[src/rtl/ao486_mem_pkg.sv]
// Types and constants shared by the mem-port arbiter and its per-requester latches.
package ao486_mem_pkg;

  typedef enum logic [1:0] {
    IDLE    = 2'd0,
    ISSUE   = 2'd1,
    WAIT_RD = 2'd2
  } mem_arb_state_t;

  localparam logic [3:0]  MEM_BE_ALL       = 4'b1111;
  localparam logic [31:0] MEM_TIMEOUT_DATA = 32'hFFFF_FFFF;

  typedef struct packed {
    logic [31:0] addr;
    logic [31:0] wdata;
    logic        is_wr;
    logic        pending;
  } req_t;

endpackage

[src/rtl/mem_req_latch.sv]
// Captures one requester's pulse into a pending request; tracks busy and sticky overrun.
module mem_req_latch
  import ao486_mem_pkg::*;
(
  input  logic        clk_sys,
  input  logic        reset,
  input  logic        i_rd,
  input  logic        i_wr,
  input  logic [31:0] i_addr,
  input  logic [31:0] i_wdata,
  input  logic        i_done,
  output req_t        o_req,
  output logic        o_busy,
  output logic        o_overrun
);

  req_t r_req;
  logic r_busy;
  logic r_overrun;
  logic w_pulse;

  assign w_pulse = i_rd | i_wr;

  always_ff @(posedge clk_sys) begin
    if (reset) begin
      r_req     <= '0;
      r_busy    <= 1'b0;
      r_overrun <= 1'b0;
    end else begin
      // A simultaneous rd+wr pulse is taken as a write.
      if (w_pulse && !r_busy) begin
        r_req.addr    <= i_addr;
        r_req.wdata   <= i_wdata;
        r_req.is_wr   <= i_wr;
        r_req.pending <= 1'b1;
        r_busy        <= 1'b1;
      end else if (w_pulse) begin
        r_overrun <= 1'b1;
      end
      if (i_done) begin
        r_req.pending <= 1'b0;
        r_busy        <= 1'b0;
      end
    end
  end

  assign o_req     = r_req;
  assign o_busy    = r_busy;
  assign o_overrun = r_overrun;

endmodule

[src/rtl/mem_port_arbiter.sv]
// Two-requester round-robin arbiter/sequencer for the Avalon-MM mem port,
// one transaction outstanding, with a read timeout and late-data discard.
module mem_port_arbiter
  import ao486_mem_pkg::*;
#(
  parameter int TIMEOUT_CYCLES = 4095
) (
  input  logic             clk_sys,
  input  logic             reset,
  input  logic [1:0]       rq_rd,
  input  logic [1:0]       rq_wr,
  input  logic [1:0][31:0] rq_addr,
  input  logic [1:0][31:0] rq_wdata,
  output logic [1:0]       rq_busy,
  output logic [31:0]      rq_rdata,
  output logic [1:0]       rq_rvalid,
  output logic [1:0]       rq_err,
  output logic [1:0]       rq_overrun,
  output logic [31:0]      avm_address,
  output logic             avm_read,
  output logic             avm_write,
  output logic [31:0]      avm_writedata,
  output logic [3:0]       avm_byteenable,
  input  logic             avm_waitrequest,
  input  logic [31:0]      avm_readdata,
  input  logic             avm_readdatavalid
);

  localparam int CNT_W = ($clog2(TIMEOUT_CYCLES + 1) > 12) ? $clog2(TIMEOUT_CYCLES + 1) : 12;
  localparam logic [CNT_W-1:0] CNT_LIMIT = CNT_W'(TIMEOUT_CYCLES);

  req_t       w_req [2];
  logic [1:0] w_pend;
  logic [1:0] w_done;

  genvar gi;
  generate
    for (gi = 0; gi < 2; gi++) begin : g_latch
      mem_req_latch u_latch (
        .clk_sys   (clk_sys),
        .reset     (reset),
        .i_rd      (rq_rd[gi]),
        .i_wr      (rq_wr[gi]),
        .i_addr    (rq_addr[gi]),
        .i_wdata   (rq_wdata[gi]),
        .i_done    (w_done[gi]),
        .o_req     (w_req[gi]),
        .o_busy    (rq_busy[gi]),
        .o_overrun (rq_overrun[gi])
      );
      assign w_pend[gi] = w_req[gi].pending;
    end
  endgenerate

  mem_arb_state_t   r_state, w_state_next;
  logic             r_owner, w_owner_next;
  logic             r_last_grant, w_last_grant_next;
  logic [CNT_W-1:0] r_cnt, w_cnt_next;
  logic             r_stale, w_stale_next;
  logic [31:0]      r_address, w_address_next;
  logic [31:0]      r_writedata, w_writedata_next;
  logic             r_read, w_read_next;
  logic             r_write, w_write_next;
  logic [31:0]      r_rdata, w_rdata_next;
  logic [1:0]       r_rvalid, w_rvalid_next;
  logic [1:0]       r_err, w_err_next;
  logic             w_grant;

  always_comb begin
    w_state_next      = r_state;
    w_owner_next      = r_owner;
    w_last_grant_next = r_last_grant;
    w_cnt_next        = r_cnt;
    w_stale_next      = r_stale;
    w_address_next    = r_address;
    w_writedata_next  = r_writedata;
    w_read_next       = r_read;
    w_write_next      = r_write;
    w_rdata_next      = r_rdata;
    w_rvalid_next     = 2'b00;
    w_err_next        = 2'b00;
    w_done            = 2'b00;
    w_grant           = 1'b0;

    // Data belonging to an aborted read is swallowed before any WAIT_RD match.
    if (r_stale && avm_readdatavalid) begin
      w_stale_next = 1'b0;
    end

    case (r_state)
      IDLE: begin
        if (w_pend != 2'b00) begin
          w_grant           = (w_pend == 2'b11) ? ~r_last_grant : w_pend[1];
          w_owner_next      = w_grant;
          w_last_grant_next = w_grant;
          w_address_next    = w_req[w_grant].addr;
          w_writedata_next  = w_req[w_grant].wdata;
          w_write_next      = w_req[w_grant].is_wr;
          w_read_next       = ~w_req[w_grant].is_wr;
          w_state_next      = ISSUE;
        end
      end
      ISSUE: begin
        if (!avm_waitrequest) begin
          w_read_next  = 1'b0;
          w_write_next = 1'b0;
          if (r_write) begin
            w_done[r_owner] = 1'b1;
            w_state_next    = IDLE;
          end else begin
            w_cnt_next   = '0;
            w_state_next = WAIT_RD;
          end
        end
      end
      WAIT_RD: begin
        if (avm_readdatavalid && !r_stale) begin
          w_rdata_next           = avm_readdata;
          w_rvalid_next[r_owner] = 1'b1;
          w_done[r_owner]        = 1'b1;
          w_state_next           = IDLE;
        end else if (r_cnt == CNT_LIMIT) begin
          w_rdata_next           = MEM_TIMEOUT_DATA;
          w_rvalid_next[r_owner] = 1'b1;
          w_err_next[r_owner]    = 1'b1;
          w_done[r_owner]        = 1'b1;
          w_stale_next           = 1'b1;
          w_state_next           = IDLE;
        end else if (r_cnt != {CNT_W{1'b1}}) begin
          w_cnt_next = r_cnt + CNT_W'(1);
        end
      end
      default: w_state_next = IDLE;
    endcase
  end

  always_ff @(posedge clk_sys) begin
    if (reset) begin
      r_state      <= IDLE;
      r_owner      <= 1'b0;
      r_last_grant <= 1'b1;
      r_cnt        <= '0;
      r_stale      <= 1'b0;
      r_address    <= '0;
      r_writedata  <= '0;
      r_read       <= 1'b0;
      r_write      <= 1'b0;
      r_rdata      <= '0;
      r_rvalid     <= 2'b00;
      r_err        <= 2'b00;
    end else begin
      r_state      <= w_state_next;
      r_owner      <= w_owner_next;
      r_last_grant <= w_last_grant_next;
      r_cnt        <= w_cnt_next;
      r_stale      <= w_stale_next;
      r_address    <= w_address_next;
      r_writedata  <= w_writedata_next;
      r_read       <= w_read_next;
      r_write      <= w_write_next;
      r_rdata      <= w_rdata_next;
      r_rvalid     <= w_rvalid_next;
      r_err        <= w_err_next;
    end
  end

  assign avm_address    = r_address;
  assign avm_writedata  = r_writedata;
  assign avm_read       = r_read;
  assign avm_write      = r_write;
  assign avm_byteenable = MEM_BE_ALL;
  assign rq_rdata       = r_rdata;
  assign rq_rvalid      = r_rvalid;
  assign rq_err         = r_err;

endmodule

[config.mk]
export PLATFORM = sky130hd
export DESIGN_NAME = mem_port_arbiter
export DESIGN_NICKNAME = d
export VERILOG_FILES = /design/src/rtl/ao486_mem_pkg.sv /design/src/rtl/mem_req_latch.sv /design/src/rtl/mem_port_arbiter.sv
export SDC_FILE = /design/constraint.sdc
export NUM_CORES = 1
export LEC_CHECK = 0
export ABC_AREA = 1
export BUFFER_PORTS_ARGS = -buffer_cell sky130_fd_sc_hd__buf_2
export CORE_MARGIN = 1
export CORE_UTILIZATION = 47
export DETAILED_ROUTE_END_ITERATION = 8
export PLACE_DENSITY = 0.76
export SYNTH_ARGS = -nofsm -noshare
export SYNTH_HDL_FRONTEND = slang
export SYNTH_SLANG_ARGS = --single-unit
[constraint.sdc]
create_clock -name clk_sys -period 1.4 [get_ports clk_sys]
set_input_delay 0.21 -clock clk_sys [delete_from_list [all_inputs] [get_ports clk_sys]]
set_output_delay 0.21 -clock clk_sys [all_outputs]
set_load 0.05 [all_outputs]
==> impl_metrics.tcl, run 1 <==
set metrics [dict create \
    worstPathArrival_ps 1920 \
    clock_path_buffers 3 \
    syn_to_final_growth_pct 55.6 \
    rsz0062_at_grt "yes" \
    antenna_found_initial 4 \
    fillers 1328 \
    maxCapViolations 0 \
    synth_xor_area_frac 0.000898 \
    setup.worst_path.start_class "flip-flop" \
    place_hpwl_um 18000 \
    synthMuxAreaShare 0 \
    synth-seq-cells 253 \
    core_um2 20300 \
    final_core_util 0.748 \
    crit_chain "buf_6 > ha_4 > inv_4 > or2_4 > o22ai_4 > nand3_2 > nand2_1 > nor2_1" \
    synth_top_family_by_area "simple AND/OR/NAND/NOR gates" \
    die_w_um 146 \
    timing.fmax_mhz 667 \
    route.vias.total 11100 \
    setup_violations 50 \
    slew_viol_final 0 \
    worst_slack_ps -98.3 \
    placed_cells 1811 \
    routed_wirelength_um 35800 \
    drtIter0Drc 855 \
    cts_buffers 26 \
    syn_inst 1297 \
    grt_pass1_vias 10800 \
    synth.cells.most_frequent "284 x nor2_1, 253 x dfxtp_1, 190 x nand2_1" \
    hold_viol 0 \
    grt_util_all_layers 0.309 \
    p_per_area_nw_per_um2 1720 \
    outcome "finished, violations left" \
    gp_congestion 0.869 \
    die-area_um2 21300 \
    cp_max_fo 5 \
    synth-simple-area-share 0.206 \
    worst-setup-path-type "reg2reg" \
    fin_setup_tns_ps -1290 \
    worstSetupEndpointType "flip-flop" \
    synth-compound-area-share 0.192 \
    num_rows 52 \
    path_clk_slew_ps 60 \
    synth.distinct_cells 31 \
    layoutNonFillerInstCount 2044 \
    final_layout_size_suffix_gt1_frac 0.286 \
    required_ps 1820 \
    post_drt_wl_per_cell_um 17.5 \
    synth_edf_count 0 \
    async_flop_share 0 \
    nNetsFinal 1923 \
    fin_crit_ps 1500 \
    max_stage_delay_ps 350 \
    cellLeakagePower_nw 6.64 \
    p_seq_frac 0.351 \
    firstDrtPassIters 5 \
    syn_avg_cell_area_um2 7.52 \
    ios 278 \
    violations "negative setup slack" \
    synth_area_um2 9760 \
    ir_drop_mv 1.71 \
    p_clk_frac 0.279 \
    die_y_um 146 \
    grt_max_degree 64 \
    clk_latency_ps 540 \
    power_w 0.0261 \
    skew_ps 20.4 \
    yosys_warnings 0 \
    synthFlopType "dfxtp_1" \
    gr-total-overflow 0 \
    synthAdderAreaFrac 0.00513 \
    cts_sinks 253 \
    switching_share 0.380 \
    yosysTopAreaCell "dfxtp_1" \
    drcViolationCount 0 \
    power.share.combinational 0.370 \
    viasPerCell 5.41 \
    yosys-top-cells-area "dfxtp_1 52%, nor2_1 11%, o21ai_0 9.7%, nand2_1 7.3%, a31oi_1 4.1%" \
    ys_seq_area_frac 0.519 \
    cts_tree "built" \
    cp_slowest_cell "dfxtp_2" \
    postRouteAntennaNets 0 \
    worst_hold_slack_ps 51.1 \
    final.period_utilization 1.07 \
    hp-class "in2reg" \
    grt_pass1_wl_um 53500 \
    yosysMostFrequentCell "nor2_1" \
    intPower_w 0.0162 \
    p_switching_w 0.00990 \
    port_buffers 273 \
    cts_root_buf "clkbuf_16" \
    cts_max_level 1 \
    initial_core_util 0.481 \
    synth_top_area_share 0.519 \
]
## layer usage
layer  routed length, um  GRT usage
met1               13500      0.358
met2               17300      0.522
met3                2730     0.0634
met4                2210      0.198
met5                   0          0
## sequential cells by signal, summed over array words and instances (netlist names), 2 cells and up
| signal | count |
|---|---|
| avm_address | 32 |
| avm_writedata | 32 |
| g_latch.u_latch.o_busy | 2 |
| g_latch.u_latch.o_overrun | 2 |
| g_latch.u_latch.o_req | 130 |
| r_cnt | 12 |
| r_state | 2 |
| rq_err | 2 |
| rq_rdata | 32 |
| rq_rvalid | 2 |
## stage by stage
stage                     worst slack, ps  cell area [um2]
after detailed placement             -119            11800
after floorplan                      7.27             9780
final                               -98.3            15200
after global placement              -58.2            11800
after global routing                 -140            15200
after CTS                           -27.4            14500
## final timing paths
check | startpoint | end | slack (ps) | cells past startpoint
setup / recovery | r_state[0]$_SDFFE_PP0P_ | r_cnt[4]$_SDFFE_PP0P_ | -100 | 8
hold / removal | rq_wr[0] | g_latch[0].u_latch.o_req[1]$_SDFFE_PP0P_ | 50 | 3
setup reg to reg | r_state[0]$_SDFFE_PP0P_ | r_cnt[4]$_SDFFE_PP0P_ | -100 | 8
hold reg to reg | rq_rdata[11]$_SDFFE_PP0P_ | rq_rdata[11]$_SDFFE_PP0P_ | 440 | 2
## cell type report
cell class              instances  area [um2]  area share
clock inverters                13         185      0.0122
multi-input cells             876        4390       0.289
repair buffers                523        4200       0.276
clock buffers                  34         701      0.0461
flip-flops and latches        253        5080       0.335
diodes                          4        10.0    0.000659
inverters                      71         284      0.0187
well taps                     270         338      0.0222
## placed cells by master (no fill, tap or decap), types with 6 or more instances in the layout
cell type / Yosys / final
o21ai_0: 189 / 156
clkbuf_16: 0 / 32
nand3_1: 19 / 14
clkbuf_1: 49 / 6
dlygate4sd3_1: 0 / 160
buf_4: 10 / 57
dfxtp_1: 253 / 245
nand4_1: 6 / 6
buf_12: 0 / 18
nor2_1: 284 / 276
a31oi_1: 64 / 62
clkbuf_4: 0 / 29
inv_1: 67 / 62
buf_2: 39 / 234
o21ai_2: 0 / 24
o21ai_1: 48 / 56
buf_6: 1 / 12
nand2_1: 190 / 185
a21oi_2: 0 / 22
a21oi_1: 47 / 23
## repair_timing
action,4_1_cts,5_1_grt
hold buffers,161,0
endpoints found under the setup margin,119,145
cloned,2,8
hold endpoints to repair,161,0
resized for setup,56,147
pin swaps,7,13
setup buffers,6,7
## power by group through the flow
stage	sequential, W	combinational (W)	clock, W
2_1_floorplan	0.0115	0.00278	0
4_1_cts	0.00902	0.00841	0.00726
5_1_grt	0.00926	0.0102	0.00759
3_3_place_gp	0.00911	0.00742	0
6_report	0.00915	0.00964	0.00726
3_5_place_dp	0.00911	0.00754	0
## kinds of logic (layout without fill, tap and decap cells)
family	after synthesis	count (layout)
AO/OA/AOI/OAI	353	353
XOR/XNOR	1	1
adder cells (fa/ha/maj)	4	4
buffers and inverters	172	641
flip-flops	253	253
other	1	8
AND/OR/NAND/NOR	513	514
## worst max-delay path: cells and delay by family, from the launching register on
| family | cells | cell delay [ps] |
|---|---|---|
| AOI/OAI and AO/OA | 1 | 230 |
| adders and majority gates | 1 | 160 |
| buffers and inverters | 2 | 160 |
| DFF | 1 | 350 |
| and+or+nand+nor | 4 | 470 |
No activity file was read; power rests on OpenSTA's default activity.
==> inputs of run 2 (changes only) <==
- CORE_ASPECT_RATIO: unset -> 0.6
==> impl_metrics.tcl, run 2 (synthesized netlist as in run 1, its figures left out) <==
set metrics [dict create \
    outcome "finished, violations left" \
    violations "negative setup slack" \
    die_y_um 114 \
    drtIter0Drc 1068 \
    final_cell_mix "278 x nor2_1, 254 x buf_2, 245 x dfxtp_1" \
    switching_share 0.380 \
    num_rows 40 \
    r2r_slack_ps -100 \
    setup_violations 74 \
    grt_max_degree 67 \
    cts_tree "built" \
    grt_util_all_layers 0.293 \
    cp_max_fo 3 \
    fin_crit_ps 1500 \
    gp_congestion 0.927 \
    final_common_cell "nor2_1" \
    p_per_area_nw_per_um2 1740 \
    post_drt_wl_per_cell_um 17.7 \
    core_um2 20200 \
    worst_hold_slack_ps 27.3 \
    die-area_um2 21400 \
    route.vias.total 11100 \
    placed_cells 1807 \
    worst-setup-path-type "reg2reg" \
    ir_drop_mv 1.28 \
    rsz0062_at_grt "yes" \
    initial_core_util 0.484 \
    routed_wirelength_um 36300 \
    final_core_util 0.763 \
    dpl_worst_slack_ps -174 \
    required_ps 1800 \
    postRouteAntennaNets 0 \
    largest_register_ffs 130 \
    place_hpwl_um 18300 \
    cellLeakagePower_nw 6.72 \
    antenna_found_initial 3 \
    fillers 1303 \
    worstPathArrival_ps 1900 \
    hp-class "in2reg" \
    cts_max_level 1 \
    cts_buffers 24 \
    syn_to_final_growth_pct 57.7 \
    maxCapViolations 0 \
    drcViolationCount 0 \
    skew_ps 16.8 \
    viasPerCell 5.40 \
    path_clk_slew_ps 70 \
    cts_sinks 253 \
    final_layout_size_suffix_gt1_frac 0.301 \
    port_buffers 273 \
    die_w_um 188 \
    nNetsFinal 1927 \
    worst_slack_ps -102 \
    layoutNonFillerInstCount 2051 \
    ios 278 \
    firstDrtPassIters 5 \
    p_seq_frac 0.342 \
    cts_root_buf "clkbuf_16" \
    hold_viol 0 \
    final.period_utilization 1.07 \
    gr-total-overflow 0 \
    grt_pass1_vias 10200 \
    setup.worst_path.start_class "flip-flop" \
    slew_viol_final 0 \
    clk_latency_ps 520 \
    grt_pass1_wl_um 51100 \
    power.share.combinational 0.379 \
    p_clk_frac 0.279 \
    intPower_w 0.0166 \
    worstSetupEndpointType "flip-flop" \
    fin_setup_tns_ps -3730 \
    timing.fmax_mhz 666 \
    p_switching_w 0.0102 \
    clock_path_buffers 3 \
]
[run 2: changes by cell type in the layout (fill, tap and decap cells not counted), moves of 4 or more]
cell	before	now
buf_2	234	254
nor2_2	4	0
clkbuf_4	29	12
o21ai_0	156	141
o21ai_2	24	38
[run 2: worst max-delay path: stages, from the launching register on]
cell and delay, ps:
dfxtp_2 360, buf_4 120, inv_1 70, nor2_1 210
buf_4 160, nand2_1 70, o21ai_1 180, nand3_2 100
nand2_1 80, nor2_1 40
[run 2: timing repair]
item	CTS	global route
endpoints found under the setup margin	119	180
gates resized for setup	68	165
cloned	2	15
setup buffers	8	9
hold buffers	162	0
pin swaps	18	21
endpoints found under the hold margin	162	0
[run 2: final timing paths]
path                        startpoint                                  endpoint  depth (start not counted)
max              r_cnt[0]$_SDFFE_PP0P_                     r_cnt[5]$_SDFFE_PP0P_                          9
min                           rq_wr[0]  g_latch[0].u_latch.o_req[1]$_SDFFE_PP0P_                          3
max reg2reg      r_cnt[0]$_SDFFE_PP0P_                     r_cnt[5]$_SDFFE_PP0P_                          9
min reg2reg  rq_rdata[25]$_SDFFE_PP0P_                 rq_rdata[25]$_SDFFE_PP0P_                          2
[run 2: routing by layer]
layer  track usage  vias to the layer above  part of all wire
li1              -                     5160                 -
met1         0.382                     5116              0.41
met2         0.485                      644              0.45
met3        0.0557                      161             0.088
met4         0.110                        0             0.045
met5             0                        -                 0
[run 2: per-stage QoR]
stage               instance area, um2  total power (W)
finish                           15400           0.0268
global route                     15400           0.0278
CTS                              14500           0.0248
detailed placement               11700           0.0164
global placement                 11700           0.0163
floorplan                         9780           0.0143
[run 2: layout make-up]
class | count | area, um2 | area share
clock buffer | 34 | 709 | 0.0461
clock inverter | 10 | 203 | 0.0132
multi-input combinational | 877 | 4550 | 0.295
inverter | 71 | 289 | 0.0188
sequential | 253 | 5080 | 0.330
tap | 273 | 342 | 0.0222
timing repair buffer | 528 | 4200 | 0.273
antenna | 5 | 12.5 | 0.000813
[run 2: power by group through the flow]
stage	Combinational [W]	Clock (W)	Sequential [W]
2_1_floorplan	0.00278	0	0.0115
3_3_place_gp	0.00717	0	0.00910
3_5_place_dp	0.00728	0	0.00913
4_1_cts	0.00824	0.00751	0.00904
5_1_grt	0.0107	0.00785	0.00930
6_report	0.0102	0.00748	0.00919
==> inputs of run 3 (changes only) <==
- PLACE_DENSITY: 0.76 -> 0.81
==> impl_metrics.tcl, run 3 (synthesized netlist as in run 1, its figures left out) <==
set metrics [dict create \
    post_dp_cell_area_um2 11800 \
    skew_ps 20.9 \
    route.vias.total 11200 \
    initial_core_util 0.484 \
    cts_max_level 1 \
    cts_tree "built" \
    die_y_um 114 \
    stdcell_area_um2 15300 \
    gp_congestion 0.933 \
    gr-total-overflow 0 \
    dpl_worst_slack_ps -148 \
    post_drt_wl_per_cell_um 18.0 \
    grt_pass1_wl_um 54000 \
    grt_pass1_vias 11000 \
    cts_sinks 253 \
    required_ps 1840 \
    cp_max_fo 8 \
    cts_root_buf "clkbuf_16" \
    slew_viol_final 0 \
    p_seq_frac 0.359 \
    p_switching_w 0.0101 \
    firstDrtPassIters 5 \
    timing.fmax_mhz 643 \
    worstSetupEndpointType "flip-flop" \
    grt_max_degree 51 \
    routed_wirelength_um 36900 \
    final_common_cell "nor2_1" \
    worstPathArrival_ps 1990 \
    fin_crit_ps 1560 \
    fin_setup_tns_ps -6390 \
    setup.worst_path.start_class "flip-flop" \
    num_rows 40 \
    final_core_util 0.759 \
    grt_util_all_layers 0.310 \
    core_um2 20200 \
    rsz0062_at_grt "yes" \
    path_common_cell "nand2_4" \
    largest_register_ffs 130 \
    viasPerCell 5.47 \
    path_clk_slew_ps 70 \
    setup_violations 98 \
    final_layout_size_suffix_gt1_frac 0.309 \
    drcViolationCount 0 \
    drtIter0Drc 1051 \
    intPower_w 0.0156 \
    hold_viol 0 \
    p_per_area_nw_per_um2 1680 \
    max_stage_delay_ps 360 \
    final.period_utilization 1.11 \
    ir_drop_mv 1.06 \
    clock_path_buffers 3 \
    p_clk_frac 0.241 \
    final_cell_mix "275 x nor2_1, 257 x buf_2, 241 x dfxtp_1" \
    clk_latency_ps 510 \
    hp-class "in2reg" \
    worst_slack_ps -156 \
    nNetsFinal 1928 \
    die_w_um 188 \
    port_buffers 273 \
    place_hpwl_um 18900 \
    power.share.combinational 0.400 \
    cp_slowest_cell "dfxtp_2" \
    antenna_found_initial 2 \
    postRouteAntennaNets 0 \
    maxCapViolations 0 \
    outcome "finished, violations left" \
    fillers 1282 \
    cellLeakagePower_nw 6.69 \
    cts_buffers 23 \
    worst-setup-path-type "reg2reg" \
    ios 278 \
    die-area_um2 21400 \
    syn_to_final_growth_pct 56.9 \
    switching_share 0.392 \
    crit_chain "ha_4 > nand2_4 > nor2_4 > nand3_4 > nand2_4 > nand2_8 > buf_6 > nand3_1 > nand2_1 > nor2_1" \
    violations "negative setup slack" \
]
[run 3: cell count changes in the layout (fill, tap and decap cells not counted), moves of 4 or more]
cell	previous run	this run
dfxtp_1	245	241
bufinv_16	6	1
buf_4	54	49
a21oi_1	21	12
o21ai_4	3	7
a21oi_2	25	32
a31oi_4	4	0
buf_12	17	21
nor2_2	0	5
o21ai_0	141	135
dfxtp_2	4	9
[run 3: worst max-delay path, delay by kind of cell, from the launching register on]
| kind | cells | cell delay (ps) |
|---|---|---|
| AND/OR/NAND/NOR | 8 | 810 |
| flip-flops | 1 | 360 |
| adder cells (fa/ha/maj) | 1 | 160 |
| buffers and inverters | 1 | 150 |
[run 3: power groups by stage]
stage / sequential (W) / clock [W] / combinational, W
after floorplan: 0.0115 / 0 / 0.00278
after global placement: 0.00909 / 0 / 0.00740
after detailed placement: 0.00912 / 0 / 0.00753
after CTS: 0.00902 / 0.00620 / 0.00853
after global routing: 0.00932 / 0.00656 / 0.0107
final: 0.00922 / 0.00618 / 0.0103
[run 3: final cells by class]
| class | count | area (um2) | share of cell area |
|---|---|---|---|
| Antenna cell | 3 | 7.51 | 0.000490 |
| Clock buffer | 33 | 653 | 0.0427 |
| Clock inverter | 8 | 72.6 | 0.00474 |
| Inverter | 71 | 287 | 0.0187 |
| Multi-Input combinational cell | 876 | 4560 | 0.298 |
| Sequential cell | 253 | 5090 | 0.332 |
| Tap cell | 273 | 342 | 0.0223 |
| Timing Repair Buffer | 531 | 4300 | 0.281 |
[run 3: timing repair]
item / CTS / global route
gates resized for setup: 68 / 192
hold buffers: 162 / 0
buffers inserted: 5 / 8
cloned: 4 / 8
pin swaps: 12 / 23
hold endpoints to repair: 162 / 0
endpoints found under the setup margin: 89 / 159
[run 3: worst paths after layout]
kind	from	slack, ps	cells after the start	end
setup reg to reg	r_cnt[1]$_SDFFE_PP0P_	-160	10	r_cnt[4]$_SDFFE_PP0P_
hold reg to reg	rq_rdata[17]$_SDFFE_PP0P_	460	2	rq_rdata[17]$_SDFFE_PP0P_
setup / recovery	r_cnt[1]$_SDFFE_PP0P_	-160	10	r_cnt[4]$_SDFFE_PP0P_
hold / removal	rq_wr[0]	40	3	g_latch[0].u_latch.o_req[1]$_SDFFE_PP0P_
[run 3: through the flow]
stage                     hold slack (ps)  power, W  instances
after floorplan                       314    0.0143       1300
after global placement                423    0.0165       1817
after detailed placement              431    0.0167       1817
after CTS                            45.7    0.0237       2029
after global routing                 42.5    0.0266       2046
final                                40.6    0.0257       2048
[run 3: routing by layer]
layer  GRT usage  share of wire  vias up
li1            -              -     5163
met5           0              0        -
met4       0.165          0.050        0
met3      0.0640          0.087      195
met1       0.390           0.40     5096
met2       0.506           0.46      755
